**config.mk**
```make
export PLATFORM = sky130hd
export DESIGN_NAME = lsu_data_master
export DESIGN_NICKNAME = d
export VERILOG_FILES = /design/src/rtl/lsu_pkg.sv /design/src/rtl/lsu_align.sv /design/src/rtl/lsu_data_master.sv
export SDC_FILE = /design/constraint.sdc
export NUM_CORES = 1
export LEC_CHECK = 0
export BUFFER_PORTS_ARGS = -buffer_cell sky130_fd_sc_hd__buf_2
export CAP_MARGIN = 30
export CORE_UTILIZATION = 37
export DETAILED_ROUTE_END_ITERATION = 10
export PLACE_DENSITY = 0.63
export REMOVE_ABC_BUFFERS = 1
export SETUP_SLACK_MARGIN = 0.15
export SLEW_MARGIN = 20
export SYNTH_ARGS = -nofsm -noshare
export SYNTH_HDL_FRONTEND = slang
export SYNTH_SLANG_ARGS = --single-unit
```
**constraint.sdc**
```tcl
create_clock -name clk_i -period 3.94 [get_ports clk_i]
set_clock_uncertainty 0.15 [all_clocks]
set_input_delay 0.197 -clock clk_i [delete_from_list [all_inputs] [get_ports clk_i]]
set_output_delay 0.197 -clock clk_i [all_outputs]
set_load 0.01 [all_outputs]
```
**src/rtl/lsu_pkg.sv**
```systemverilog
// Shared size codes and FSM state encoding for the LSU data-memory master.
package lsu_pkg;

  localparam logic [1:0] SZ_B = 2'b00;
  localparam logic [1:0] SZ_H = 2'b01;
  localparam logic [1:0] SZ_W = 2'b10;

  typedef enum logic [2:0] {
    ST_IDLE,
    ST_RD,
    ST_RMW_RD,
    ST_WR,
    ST_RESP,
    ST_ERR
  } state_e;

endpackage

```
**src/rtl/lsu_align.sv**
```systemverilog
// Lane handling: load-side extraction/extension and store-side merge into an old word.
module lsu_align
  import lsu_pkg::*;
(
  input  logic [31:0] rdata_i,
  input  logic [1:0]  lane_i,
  input  logic [1:0]  size_i,
  input  logic        unsigned_i,
  input  logic [31:0] wdata_i,
  output logic [31:0] load_o,
  output logic [31:0] merged_o
);

  logic [7:0]  byte_sel;
  logic [15:0] half_sel;

  always_comb begin
    case (lane_i)
      2'd0:    byte_sel = rdata_i[7:0];
      2'd1:    byte_sel = rdata_i[15:8];
      2'd2:    byte_sel = rdata_i[23:16];
      default: byte_sel = rdata_i[31:24];
    endcase
    half_sel = lane_i[1] ? rdata_i[31:16] : rdata_i[15:0];

    case (size_i)
      SZ_B:    load_o = {{24{byte_sel[7] & ~unsigned_i}}, byte_sel};
      SZ_H:    load_o = {{16{half_sel[15] & ~unsigned_i}}, half_sel};
      default: load_o = rdata_i;
    endcase

    // Only the addressed lane is replaced; the rest of the old word survives.
    merged_o = rdata_i;
    if (size_i == SZ_B) begin
      case (lane_i)
        2'd0:    merged_o[7:0]   = wdata_i[7:0];
        2'd1:    merged_o[15:8]  = wdata_i[7:0];
        2'd2:    merged_o[23:16] = wdata_i[7:0];
        default: merged_o[31:24] = wdata_i[7:0];
      endcase
    end else if (size_i == SZ_H) begin
      if (lane_i[1]) merged_o[31:16] = wdata_i[15:0];
      else           merged_o[15:0]  = wdata_i[15:0];
    end else begin
      merged_o = wdata_i;
    end
  end

endmodule

```
**src/rtl/lsu_data_master.sv**
```systemverilog
// One-at-a-time load/store initiator for a word-addressed SRAM without byte enables.
// state  | meaning
// IDLE   | ready, waiting for a request
// RD     | load read cycle, result captured at end
// RMW_RD | sub-word store: read old word and merge
// WR     | write cycle, SRAM commits on closing edge
// RESP   | completion pulse
// ERR    | completion pulse with error
module lsu_data_master
  import lsu_pkg::*;
#(
  parameter int unsigned MEM_WORDS = 10,
  parameter int unsigned AW        = 32
) (
  input  logic          clk_i,
  input  logic          rst_i,
  input  logic          lsu_req_i,
  input  logic          lsu_we_i,
  input  logic [1:0]    lsu_size_i,
  input  logic          lsu_unsigned_i,
  input  logic [31:0]   lsu_addr_i,
  input  logic [31:0]   lsu_wdata_i,
  output logic          lsu_ready_o,
  output logic          lsu_valid_o,
  output logic          lsu_err_o,
  output logic [31:0]   lsu_rdata_o,
  output logic          data_req_o,
  output logic          data_we_o,
  output logic [AW-1:0] data_addr_o,
  output logic [31:0]   data_wdata_o,
  input  logic [31:0]   data_rdata_i
);

  state_e        state_q, state_d;
  logic [1:0]    size_q, size_d;
  logic [1:0]    lane_q, lane_d;
  logic          uns_q, uns_d;
  logic [31:0]   wdata_q, wdata_d;
  logic [31:0]   wbuf_q, wbuf_d;
  logic [31:0]   rdata_q, rdata_d;
  logic          valid_q, valid_d;
  logic          err_q, err_d;
  logic          req_q, req_d;
  logic          we_q, we_d;
  logic [AW-1:0] addr_q, addr_d;

  logic [29:0]   req_widx;
  logic          req_bad;
  logic [31:0]   load_res;
  logic [31:0]   merged;

  lsu_align u_align (
    .rdata_i    (data_rdata_i),
    .lane_i     (lane_q),
    .size_i     (size_q),
    .unsigned_i (uns_q),
    .wdata_i    (wdata_q),
    .load_o     (load_res),
    .merged_o   (merged)
  );

  assign req_widx = lsu_addr_i[31:2];
  assign req_bad  = (lsu_size_i == 2'b11)
                  || (lsu_size_i == SZ_H && lsu_addr_i[0])
                  || (lsu_size_i == SZ_W && lsu_addr_i[1:0] != 2'b00)
                  || (req_widx >= 30'(MEM_WORDS));

  always_comb begin
    state_d = state_q;
    size_d  = size_q;
    lane_d  = lane_q;
    uns_d   = uns_q;
    wdata_d = wdata_q;
    wbuf_d  = wbuf_q;
    rdata_d = rdata_q;
    addr_d  = addr_q;
    valid_d = 1'b0;
    err_d   = 1'b0;
    req_d   = 1'b0;
    we_d    = 1'b0;
    case (state_q)
      ST_IDLE: begin
        if (lsu_req_i) begin
          size_d  = lsu_size_i;
          lane_d  = lsu_addr_i[1:0];
          uns_d   = lsu_unsigned_i;
          wdata_d = lsu_wdata_i;
          if (req_bad) begin
            state_d = ST_ERR;
            valid_d = 1'b1;
            err_d   = 1'b1;
          end else begin
            addr_d = AW'(req_widx);
            req_d  = 1'b1;
            if (!lsu_we_i) begin
              state_d = ST_RD;
            end else if (lsu_size_i == SZ_W) begin
              state_d = ST_WR;
              we_d    = 1'b1;
              wbuf_d  = lsu_wdata_i;
            end else begin
              state_d = ST_RMW_RD;
            end
          end
        end
      end
      ST_RD: begin
        rdata_d = load_res;
        valid_d = 1'b1;
        state_d = ST_RESP;
      end
      ST_RMW_RD: begin
        wbuf_d  = merged;
        req_d   = 1'b1;
        we_d    = 1'b1;
        state_d = ST_WR;
      end
      ST_WR: begin
        valid_d = 1'b1;
        state_d = ST_RESP;
      end
      default: state_d = ST_IDLE;
    endcase
  end

  always_ff @(posedge clk_i or posedge rst_i) begin
    if (rst_i) begin
      state_q <= ST_IDLE;
      size_q  <= SZ_B;
      lane_q  <= 2'b00;
      uns_q   <= 1'b0;
      wdata_q <= '0;
      wbuf_q  <= '0;
      rdata_q <= '0;
      valid_q <= 1'b0;
      err_q   <= 1'b0;
      req_q   <= 1'b0;
      we_q    <= 1'b0;
      addr_q  <= '0;
    end else begin
      state_q <= state_d;
      size_q  <= size_d;
      lane_q  <= lane_d;
      uns_q   <= uns_d;
      wdata_q <= wdata_d;
      wbuf_q  <= wbuf_d;
      rdata_q <= rdata_d;
      valid_q <= valid_d;
      err_q   <= err_d;
      req_q   <= req_d;
      we_q    <= we_d;
      addr_q  <= addr_d;
    end
  end

  assign lsu_ready_o  = (state_q == ST_IDLE);
  assign lsu_valid_o  = valid_q;
  assign lsu_err_o    = err_q;
  assign lsu_rdata_o  = rdata_q;
  assign data_req_o   = req_q;
  assign data_we_o    = we_q;
  assign data_addr_o  = addr_q;
  assign data_wdata_o = wbuf_q;

endmodule
```
## Word-level counts from Yosys, hierarchy flattened

Index checks and enable logic that the tools add are counted.
Widths: inputs -> output; s select.

- Bits in registers: 138
- Input bits: 103
- Output and inout bits: 101
- Word-level logic and storage cells: 78

- Order comparisons: 1
- Eq/ne operators: 13
- Multiplexer cells: 33
- Bitwise logic cells: 4
- Reduce and logical (&&, ||, !) cells: 15

Operators with widths:

| cell | number |
|---|---|
| $mux 32 | 6 |
| $pmux 32 s2 | 2 |
| $mux 16 | 3 |
| $mux 8 | 4 |
| $ge 30x4->1 const B | 1 |
| $pmux 8 s3 | 1 |
| $mux 1 | 10 |
| $pmux 3 s3 | 1 |
| $eq 2x1->1 const B | 3 |
| $eq 2x2->1 const B | 3 |
| $eq 3x2->1 const B | 2 |
| $mux 3 | 2 |
| $ne 2x2->1 const B | 3 |
| $pmux 1 s2 | 3 |
| $reduce_and 5->1 | 1 |
| $logic_not 2->1 | 2 |
| $reduce_bool 2->1 | 2 |
| $eq 3x1->1 const B | 1 |
| $logic_not 3->1 | 1 |
| $logic_or 1x1->1 | 3 |
| $reduce_and 3->1 | 1 |
| $reduce_or 3->1 | 1 |
| $and 1x1->1 | 2 |
| $logic_and 1x1->1 | 2 |
| 5 further kinds | 6 |

## Longest topological paths before layout

Gate-level depths: netlist of run 1.

- Word-level depth: 8
- Mapped depth: 7
- Gate-level depth less buffers: 5

## Cells and area by module

From an unflattened synthesis of run 1, not the netlist that was laid out.

- Cell total of the unflattened synthesis: 594
- Area, all modules: 7233.2 um2

Modules (own cells, without submodules):

| module | instances | cells an instance | area each (um2) | seq. area each (um2) |
|---|---|---|---|---|
| lsu_data_master | 1 | 355 | 5644.2 | 3453.3 |
| lsu_align | 1 | 239 | 1589.0 | 0.0 |

## Least setup slack after synthesis of run 1

No wires, ideal clock.

- Kind: register -> register
- Start: reg size_q[0]
- End: reg wbuf_q[17] (netlist: data_wdata_o[17])
- Setup time: 0.125 ns
- Data arrival time: 1.592 ns
- Required time: 3.665 ns
- Path slack: 2.073 ns
- Stages on the path, launching flop included: 8
- Buffers on the path: 2
- Period minus slack after synthesis: 1.867 ns
- Cells stage by stage: dfrtp_1 nand2b_1 buf_2 buf_2 and3_1 a211oi_1 o31ai_1 mux2_4

- Word-level cells in the longest chain between the ends: 4
- Elaborated cells between the ends (all ways): 5
- Those cells by class: eq/ne (1); mux (3); reduce/logical (1)

RTL lines:

| element | line | RTL |
|---|---|---|
| start: declaration | lsu_data_master.sv:35 | `logic [1:0] size_q, size_d;` |
| start signal: assignment | lsu_data_master.sv:142 | `size_q <= size_d;` |
| $eq 2x1->1 | lsu_align.sv:41 | `end else if (size_i == SZ_H) begin` |
| $mux 32 | lsu_align.sv:41 |  |
| $mux 32 * | lsu_align.sv:34 | `if (size_i == SZ_B) begin` |
| $pmux 32 s2 * | lsu_data_master.sv:81 | `case (state_q)` |
| end signal: assignment | lsu_data_master.sv:146 | `wbuf_q <= wbuf_d;` |
| end: declaration | lsu_data_master.sv:39 | `logic [31:0] wbuf_q, wbuf_d;` |

Every way passes the cells marked *; elsewhere a longest branch is shown, timed or not.
A chain may end at the register's enable or synchronous reset.

## Worst setup path in the final report of run 1

- Start: reg lane_q[1]
- End: reg rdata_q[24] (netlist: lsu_rdata_o[24])

- Word-level cells in the longest chain between the ends: 4
- Elaborated cells between the ends (all ways): 8
- Those cells by class: eq/ne (2); mux (3); bitwise (2); reduce/logical (1)

RTL lines:

| element | line | RTL |
|---|---|---|
| start: declaration | lsu_data_master.sv:36 | `logic [1:0] lane_q, lane_d;` |
| start signal: assignment | lsu_data_master.sv:143 | `lane_q <= lane_d;` |
| $eq 2x2->1 (tied with other cells) | lsu_align.sv:18 | `case (lane_i)` |
| $pmux 8 s3 | lsu_align.sv:18 |  |
| $and 1x1->1 | lsu_align.sv:27 | `SZ_B: load_o = {{24{byte_sel[7] & ~unsigned_i}}, byte_sel};` |
| $pmux 32 s2 * | lsu_align.sv:26 | `case (size_i)` |
| end signal: assignment | lsu_data_master.sv:147 | `rdata_q <= rdata_d;` |
| end: declaration | lsu_data_master.sv:40 | `logic [31:0] rdata_q, rdata_d;` |

Marks and branches as above.

==> results of run 1 <==
-- routing by layer --
layer | up-vias | share of wire [%]
li1 | 2753 | -
met1 | 2705 | 46
met2 | 198 | 45
met3 | 16 | 7.3
met4 | 0 | 0.88
met5 | - | 0
-- where the power goes --
group          switching, uW  total, uW  internal (uW)
Combinational           1200       2200            998
Clock                    605       1640           1040
Sequential               353       2150           1800
-- worst paths after layout --
| check | from | endpoint | slack [ps] | depth (start not counted) |
|---|---|---|---|---|
| worst max-delay path | lane_q[1] | lsu_rdata_o[24] | 1260 | 6 |
| worst min-delay path | data_rdata_i[12] | lsu_rdata_o[12] | 20 | 3 |
| worst max register to register | lane_q[1] | lsu_rdata_o[24] | 1260 | 6 |
| worst min register to register | lsu_rdata_o[2] | lsu_rdata_o[2] | 340 | 2 |
| max in group asynchronous | rst_i | state_q[0] | 2420 | 4 |
| min in group asynchronous | rst_i | data_addr_o[11] | 330 | 3 |
-- layout make-up --
type	instances	area (sq um)	area share, %
repair buffers	277	1740	18.8
clock buffers	23	478	5.15
flip-flops and latches	138	3450	37.2
well taps	229	287	3.09
clock inverters	8	118	1.27
diodes	1	2.50	0.0270
multi-input cells	446	3170	34.2
inverters	6	27.5	0.297
-- critical path, stage by stage (launching register included) --
cell and delay [ps]:
dfrtp_1 670, buf_4 410, mux2i_1 250, or2_0 130, a211oi_1 80, nor2_2 660, a21oi_1 160
-- Yosys cell counts, drive strengths merged, types with 9 or more instances --
| cell | n |
|---|---|
| buf | 20 |
| nand2 | 77 |
| a211oi | 9 |
| nor2 | 61 |
| nor2b | 28 |
| o22ai | 16 |
| o22a | 15 |
| a21oi | 30 |
| mux2i | 25 |
| o21ai | 44 |
| o31ai | 15 |
| dfrtp | 138 |
| mux2 | 80 |
| clkbuf | 24 |
-- metrics by stage --
stage                     power [uW]  TNS (ps)
final                           5990         0
after global routing            6380         0
after CTS                       6020         0
after detailed placement        4300         0
after global placement          4270         0
after floorplan                 3530    -14250
-- logic make-up after synthesis --
group,share of synthesized area [%]
buffers and inverters,3.44
AO/OA/AOI/OAI,13.5
AND/OR/NAND/NOR,13.7
other,0.0549
multiplexers,18.8
flip-flops,50.5
-- state kept, by name, indices dropped and copies added, names as in the netlist --
register and flops:
lsu_err_o 1, data_req_o 1, uns_q 1, data_wdata_o 32
wdata_q 32, lsu_rdata_o 32, data_we_o 1, data_addr_o 30
size_q 2, lsu_valid_o 1, state_q 3, lane_q 2
==> results by group, run 1 <==
STA
  • Final count of pins violating max slew: 0
  • Worst Hold Slack: 24.1 ps
  • Post-route minimum period: 2680 ps
  • Final worst slack: 1260 ps
  • Highest achievable clock rate: between 300 and 400 MHz
  • Setup Viol. Count Final: 0
  • Tcrit/Tclk final: 68.1%
  • RSZ-0062 raised after global routing: false
  • Hold Vio Cnt, Final: 0
  • Max-slew headroom: 42.1%
  • Slew at the pin closest to its max-slew limit: 868 ps

Floorplanning
  • Die area: between 15000 and 20000 sq um
  • Die W: 138 microns
  • Core area: 18000 sq um
  • Rows: 49
  • Starting Density: 37.9%
  • Die Ht: 138 microns
  • I/O Pins: 204

Synthesis
  • Synth warn: 0
  • Mean Syn Cell Area: 10.8 sq um
  • Synth async-reset ratio: 100%
  • Synth Flop Type: dfrtp_1
  • Ranking of synthesized cells by area: dfrtp_1 51%, mux2_2 8.4%, mux2_4 6.4%
  • Post-Synthesis Cells: 633
  • Number of synthesized flops with an enable pin: 0
  • Post-synthesis cell type count: 44
  • Cell accounting for the most synthesized area: dfrtp_1
  • Post-synthesis sequential area ratio: 50.5%
  • Synth Register Bits: 138
  • Syn Std Cell Area: 6830 sq um
  • Top-area cell type share of the netlist area: 50.5%

GRT
  • Grt met1 use: 29.7%
  • Gr busiest metal: met2
  • Initial antenna violation count: 1
  • Largest net degree at the start of global routing: 92
  • GR met2 Demand/Resource: 33.4%
  • First-pass GRT wire length: between 30000 and 40000 microns
  • Met3 Use GR: under 10%
  • GRT Total Usage: 21.7%
  • Global route overflow: 0
  • Vias in the first global route: 5756

Clock network
  • Clock Sinks: 138
  • CTS H-tree depth: 4
  • Later-pin clock latency in the skew report: roughly 420 ps
  • CTS tree: done
  • Number of setup buffers added after CTS: 0
  • Clock slew seen by the registers of the worst setup and hold paths: around 60 ps
  • Clock buffer count from CTS: 17
  • CTS Hold Bufs: 65
  • CTS resizes: 0
  • Clk buf depth: 2
  • Root Buffer: clkbuf_16

Setup path
  • Critical Path AT: 2790 ps
  • Crit Path Max Fanout: 25
  • Critical Path RT: 4050 ps
  • Startpoint types: flop
  • Crit end category: flop
  • Worst Setup Path Type: flop to flop

Layout
  • Most common cell after layout, fill and taps aside: buf_2
  • Area grow syn2layout: 35.7%
  • Final Util: 51.5%
  • Final non-filler cell total: 1128
  • Most frequent cells in the layout: 201 x buf_2, 138 x dfrtp_1, 75 x nand2_1
  • Design Area, Final: 9280 sq um
  • Fillers: ~1700
  • Final net count: 989
  • Layout cell share with drive strength beyond 1: 38.4%

Routing
  • WL/cell: 17.6 microns
  • Number of DRC violations after detailed routing: 0
  • Via density: 5.03
  • Drt total wl: 19900 microns
  • Antenna violation net count after detailed routing: 0
  • DRT Pass-1 Iters: 6
  • Initial DRC count: 364
  • Routed vias: 5672

Pwr
  • Static Leak: approximately 0.0047 uW
  • Power per cell area: 646 nW/um^2
  • IR drop worst, VDD: just over 0.4 mV

Place
  • Setup WS pre-CTS: 1230 ps
  • Routability cong.: 0.809
  • Placed Cells: 1030
  • Buffers on Ports: 201
  • DP Wirelength: 13600 microns
  • Post-DP Area: 8020 sq um

Worst hold path
  • Worst Hold Class: primary input to flop

Outcome
  • Status: finished, final reports clean

Job
  • Max Cap Viol: 0
Note: power is estimated with default switching activity, not from simulation.
==> inputs of run 2 (changes only) <==
Clock period 3.94 ns to 2.32 ns, I/O delays scaled along.
==> results by group, run 2 (synthesized netlist as in run 1, its figures left out) <==
Pwr
  • Int Power: 6650 uW
  • Static Leak: 0.00485 uW
  • Power per cell area: 1090 nW/um^2
  • Switching portion of total power: 36.1%
  • Pwr Total: 10400 uW
  • Sw Pwr: 3750 uW
  • Clock power share: about a quarter
  • IR drop worst, VDD: 0.791 mV
  • Comb power frac: 39.4%
  • Sequential share of power: 34.2%

STA
  • Hold Vio Cnt, Final: 0
  • Final count of pins violating max slew: 0
  • Slew at the pin closest to its max-slew limit: 631 ps
  • Post-route minimum period: 2070 ps
  • Setup TNS: 0 ps
  • Max-slew headroom: 57.6%
  • Worst Hold Slack: approximately 24 ps
  • Setup Viol. Count Final: 0
  • RSZ-0062 raised after global routing: true
  • Tcrit/Tclk final: 89.3%
  • Highest achievable clock rate: 483 MHz

Routing
  • Drt total wl: 20200 microns
  • Initial DRC count: 323
  • WL/cell: 17.5 microns
  • Number of DRC violations after detailed routing: 0
  • DRT Pass-1 Iters: 4
  • Routed vias: 5824
  • Via density: 5.04
  • Antenna violation net count after detailed routing: 0

Worst hold path
  • Hold EP: state_q[1]
  • Worst Hold Class: primary input to flop
  • Hold wc startpoint: lsu_addr_i[26]
  • Worst Hold Depth: 6

Setup path
  • Critical Path RT: 2480 ps
  • Reg2reg setup slack: 250 ps
  • Crit end category: flop
  • Reg2Reg Depth: 6
  • Crit Path Max Fanout: 5
  • R2R Path End: data_wdata_o[14]
  • Startpoint types: primary input
  • R2R Path Start: lane_q[1]
  • Worst Setup Path Type: primary input to flop
  • Critical Path AT: ~2200 ps

Job
  • Max Cap Viol: 0

Layout
  • # diodes: 0
  • Final net count: about 1000
  • Most common cell after layout, fill and taps aside: buf_2
  • Area grow syn2layout: 40.2%
  • Layout cell share with drive strength beyond 1: between 30% and 40%
  • Most frequent cells in the layout: 201 x buf_2, 138 x dfrtp_1, 77 x dlygate4sd3_1
  • Fillers: approximately 1600
  • Design Area, Final: 9580 sq um

Outcome
  • Status: finished, final reports clean

Place
  • Buffers on Ports: 201
  • Routability cong.: roughly 0.81
  • Post-DP Area: 8180 sq um
  • DP Wirelength: 13600 microns

Clock network
  • Clk buf depth: 2
  • Later-pin clock latency in the skew report: 420 ps
  • Root Buffer: clkbuf_16
  • Clock Sinks: 138
  • Clock buffer count from CTS: 17
  • Clock slew seen by the registers of the worst setup and hold paths: 60 ps
  • CTS tree: done
  • CTS H-tree depth: 4

Floorplanning
  • I/O Pins: 204
  • Die W: 138 microns
  • Starting Density: 37.9%
  • Die Ht: 138 microns
  • Die area: 19000 sq um
  • Rows: 49
  • Core area: around 18000 sq um

GRT
  • Vias in the first global route: approximately 5800
  • Global route overflow: 0
  • First-pass GRT wire length: 31300 microns
  • Largest net degree at the start of global routing: 65
  • GRT Total Usage: 21.8%
  • Initial antenna violation count: 0
[run 2: cell count changes in the layout (fill, tap and decap cells not counted), moves of 2 or more]
| cell | delta |
|---|---|
| clkinvlp_4 | +3 |
| buf_4 | +13 |
| clkinv_2 | -2 |
| clkbuf_8 | -3 |
| dlygate4sd3_1 | +12 |
| buf_12 | +5 |
[run 2: worst max-delay path by stage]
| stage | startpoint | to | slack [ps] | cells past startpoint |
|---|---|---|---|---|
| after floorplan | rst_i | data_addr_o[0] | -1640 | 1 |
| after global placement | lane_q[1] | lsu_rdata_o[16] | 110 | 5 |
| after detailed placement | lane_q[1] | lsu_rdata_o[29] | 50 | 5 |
| after CTS | lsu_addr_i[3] | state_q[0] | 170 | 7 |
| after global routing | lsu_addr_i[3] | state_q[0] | 120 | 7 |
| final | lsu_addr_i[3] | state_q[0] | 250 | 7 |
[run 2: area by class of cell]
cell class              instances  area [sq um]  area share, %
flip-flops and latches        138          3450           36.1
well taps                     229           287           2.99
clock buffers                  20           437           4.56
clock inverters                11           148           1.54
multi-input cells             446          3180           33.2
repair buffers                306          2050           21.4
inverters                       6          27.5          0.287
[run 2: repair_timing]
item	4_1_cts	5_1_grt
hold buffers	77	0
gates resized for setup	2	1
pin swaps	0	3
gates cloned	0	0
hold endpoints to repair	156	0
buffers inserted	0	3
setup endpoints to repair	17	59
[run 2: worst max-delay path, cell delays in order]
cell and delay [ps]:
dlygate4sd3_1 540, buf_2 130, o21ai_0 230, nand4_2 220, nor3_4 300, a31oi_1 120, dlygate4sd3_1 570
[run 2: through the flow]
| stage | worst slack (ps) | utilization (%) | cells |
|---|---|---|---|
| finish | 249 | 53.1 | 1156 |
| global route | 122 | 53.1 | 1156 |
| CTS | 168 | 52.9 | 1153 |
| detailed placement | 53.7 | 45.4 | 1045 |
| global placement | 110 | 45.4 | 1045 |
| floorplan | -1640 | - | 590 |
[run 2: routing by layer]
| metal | track usage, % | vias up | wire length, microns |
|---|---|---|---|
| met5 | 0 | - | 0 |
| met4 | 6.22 | 0 | 247 |
| met3 | 6.62 | 26 | 1620 |
| met2 | 34.5 | 217 | 9290 |
| met1 | 28.7 | 2778 | 9060 |
| li1 | - | 2803 | - |
[run 2: power by group through the flow]
stage | logic (uW) | clock network [uW] | registers [uW]
finish | 4100 | 2740 | 3560
global placement | 3880 | 0 | 3560
CTS | 4050 | 2790 | 3550
global route | 4500 | 2880 | 3630
detailed placement | 3910 | 0 | 3580
floorplan | 2260 | 0 | 3730
==> inputs of run 3 (changes only) <==
--- a/config.mk
+++ b/config.mk
@@ -10,4 +10,5 @@
 export CORE_UTILIZATION = 37
 export DETAILED_ROUTE_END_ITERATION = 10
+export GPL_ROUTABILITY_DRIVEN = 0
 export PLACE_DENSITY = 0.63
 export REMOVE_ABC_BUFFERS = 1
==> constraint.sdc (replaced) <==
create_clock -name clk_i -period 2.32 [get_ports clk_i]
set_clock_uncertainty 0.15 [all_clocks]
set_input_delay 0.464 -clock clk_i [delete_from_list [all_inputs] [get_ports clk_i]]
set_output_delay 0.464 -clock clk_i [all_outputs]
set_load 0.01 [all_outputs]
==> results by group, run 3 (synthesized netlist as in run 1, its figures left out) <==
Outcome
  • Status: finished, final reports clean

STA
  • Final count of pins violating max slew: 0
  • Slew at the pin closest to its max-slew limit: 643 ps
  • RSZ-0062 raised after global routing: false
  • Setup Viol. Count Final: 0
  • Max-slew headroom: 56.9%
  • Tcrit/Tclk final: approximately nine tenths
  • Post-route minimum period: 2050 ps
  • Highest achievable clock rate: 488 MHz
  • Hold Vio Cnt, Final: 0

Floorplanning
  • Core area: approximately 18000 sq um
  • Rows: 49
  • Die W: 138 microns
  • Die area: 19000 sq um
  • Starting Density: 37.9%
  • I/O Pins: 204
  • Die Ht: around 140 microns

Routing
  • Antenna violation net count after detailed routing: 0
  • DRT Pass-1 Iters: 6
  • Number of DRC violations after detailed routing: 0
  • Via density: 5.09
  • Initial DRC count: 409
  • Routed vias: around 5500
  • WL/cell: 17.4 microns
  • Drt total wl: about 19000 microns

Layout
  • Fillers: 1675
  • Layout cell share with drive strength beyond 1: a little over two fifths
  • Most frequent cells in the layout: 201 x buf_2, 138 x dfrtp_1, 75 x nand2_1
  • Design Area, Final: a little under 9000 sq um
  • Most common cell after layout, fill and taps aside: buf_2
  • Area occupied by multi-input gates: 3170 sq um
  • Final Util: 49.5%
  • Register Area: 3450 sq um
  • Final net count: 946
  • Area grow syn2layout: 30.4%

Place
  • DP Wirelength: 13800 microns
  • Buffers on Ports: around 200
  • Post-DP Area: just over 8000 sq um

Setup path
  • Critical Path AT: 2200 ps
  • Critical Path RT: about 2500 ps
  • Crit end category: flop
  • Crit Path Max Fanout: 11
  • Startpoint types: flop
  • Worst Setup Path Type: flop to flop

Clock network
  • Clock slew seen by the registers of the worst setup and hold paths: 60 ps
  • Root Buffer: clkbuf_16
  • Clock Sinks: 138
  • CTS H-tree depth: 4
  • CTS tree: done
  • Later-pin clock latency in the skew report: 430 ps
  • Number of setup buffers added after CTS: 0
  • Clock buffer count from CTS: 17
  • Clk buf depth: 2

Pwr
  • Clock power share: 28.4%
  • Sw Pwr: about 3700 uW
  • Static Leak: 0.00459 uW
  • IR drop worst, VDD: 0.615 mV
  • Power per cell area: 1180 nW/um^2
  • Sequential share of power: 33.6%
  • Comb power frac: 37.9%
  • Int Power: about 6800 uW
  • Switching portion of total power: between 30% and 40%

Job
  • Max Cap Viol: 0

GRT
  • Global route overflow: 0
  • Vias in the first global route: 5370
  • Largest net degree at the start of global routing: 62
  • Initial antenna violation count: 3
  • First-pass GRT wire length: 29700 microns
  • GRT Total Usage: 20.8%

Worst hold path
  • Worst Hold Class: primary input to flop
[run 3: cell count changes in the layout (fill, tap and decap cells not counted), moves of 2 or more]
cell and change:
dlygate4sd3_1 -76, clkbuf_8 +4, buf_4 +3, clkinvlp_4 -3
clkbuf_1 -2, clkinv_4 +2, diode_2 +2
[run 3: per-layer routing]
layer | global-route usage, % | share of wire [%] | up-vias
li1 | - | - | 2663
met1 | 28.0 | 45 | 2658
met2 | 31.9 | 46 | 195
met3 | 7.35 | 8.5 | 14
met4 | 4.65 | 0.39 | 4
met5 | 0 | 0.11 | -
[run 3: timing repair]
| action | 4_1_cts | 5_1_grt |
|---|---|---|
| hold buffers | 1 | 0 |
| endpoints found under the setup margin | 0 | 5 |
| resized for setup | 0 | 2 |
| hold endpoints to repair | 30 | 0 |
[run 3: stage by stage]
stage               setup WS (ps)  TNS (ps)  power, uW  hold slack (ps)  std cells
floorplan                   -1990   -353130       5990              330        590
global placement             20.6         0       7460              314       1052
detailed placement           22.8         0       7540              310       1052
CTS                           229         0      10500             94.9       1085
global route                  161         0      11100              110       1085
finish                        270         0      10500              104       1087
[run 3: power groups by stage]
stage	Clock [uW]	Combinational (uW)	Sequential (uW)
2_1_floorplan	0	2260	3730
3_3_place_gp	0	3920	3540
3_5_place_dp	0	3980	3560
4_1_cts	3020	4000	3520
5_1_grt	3130	4400	3610
6_report	2980	3980	3530
[run 3: path summary, 6_finish.rpt]
check / from / slack (ps) / end / cells past startpoint
max: size_q[0] / 270 / lsu_rdata_o[0] / 6
min: lsu_we_i / 100 / state_q[0] / 2
max reg2reg: size_q[0] / 270 / lsu_rdata_o[0] / 6
min reg2reg: lsu_rdata_o[15] / 330 / lsu_rdata_o[15] / 2
max in group asynchronous: rst_i / 980 / lsu_rdata_o[1] / 4
min in group asynchronous: rst_i / 410 / data_addr_o[28] / 3
[run 3: final cells by class]
class                           count  share of cell area (%)
Antenna cell                        2                  0.0561
Clock buffer                       22                    5.43
Clock inverter                     10                    1.84
Inverter                            6                   0.309
Multi-Input combinational cell    446                    35.6
Sequential cell                   138                    38.7
Tap cell                          229                    3.21
Timing Repair Buffer              234                    14.8
[run 3: worst max-delay path, stage by stage, from the launching register on]
cell and delay [ps]:
dfrtp_1 410, buf_4 190, nor2b_1 410, nand2_1 310, o22a_1 260, nor2_1 100
o31ai_1 90
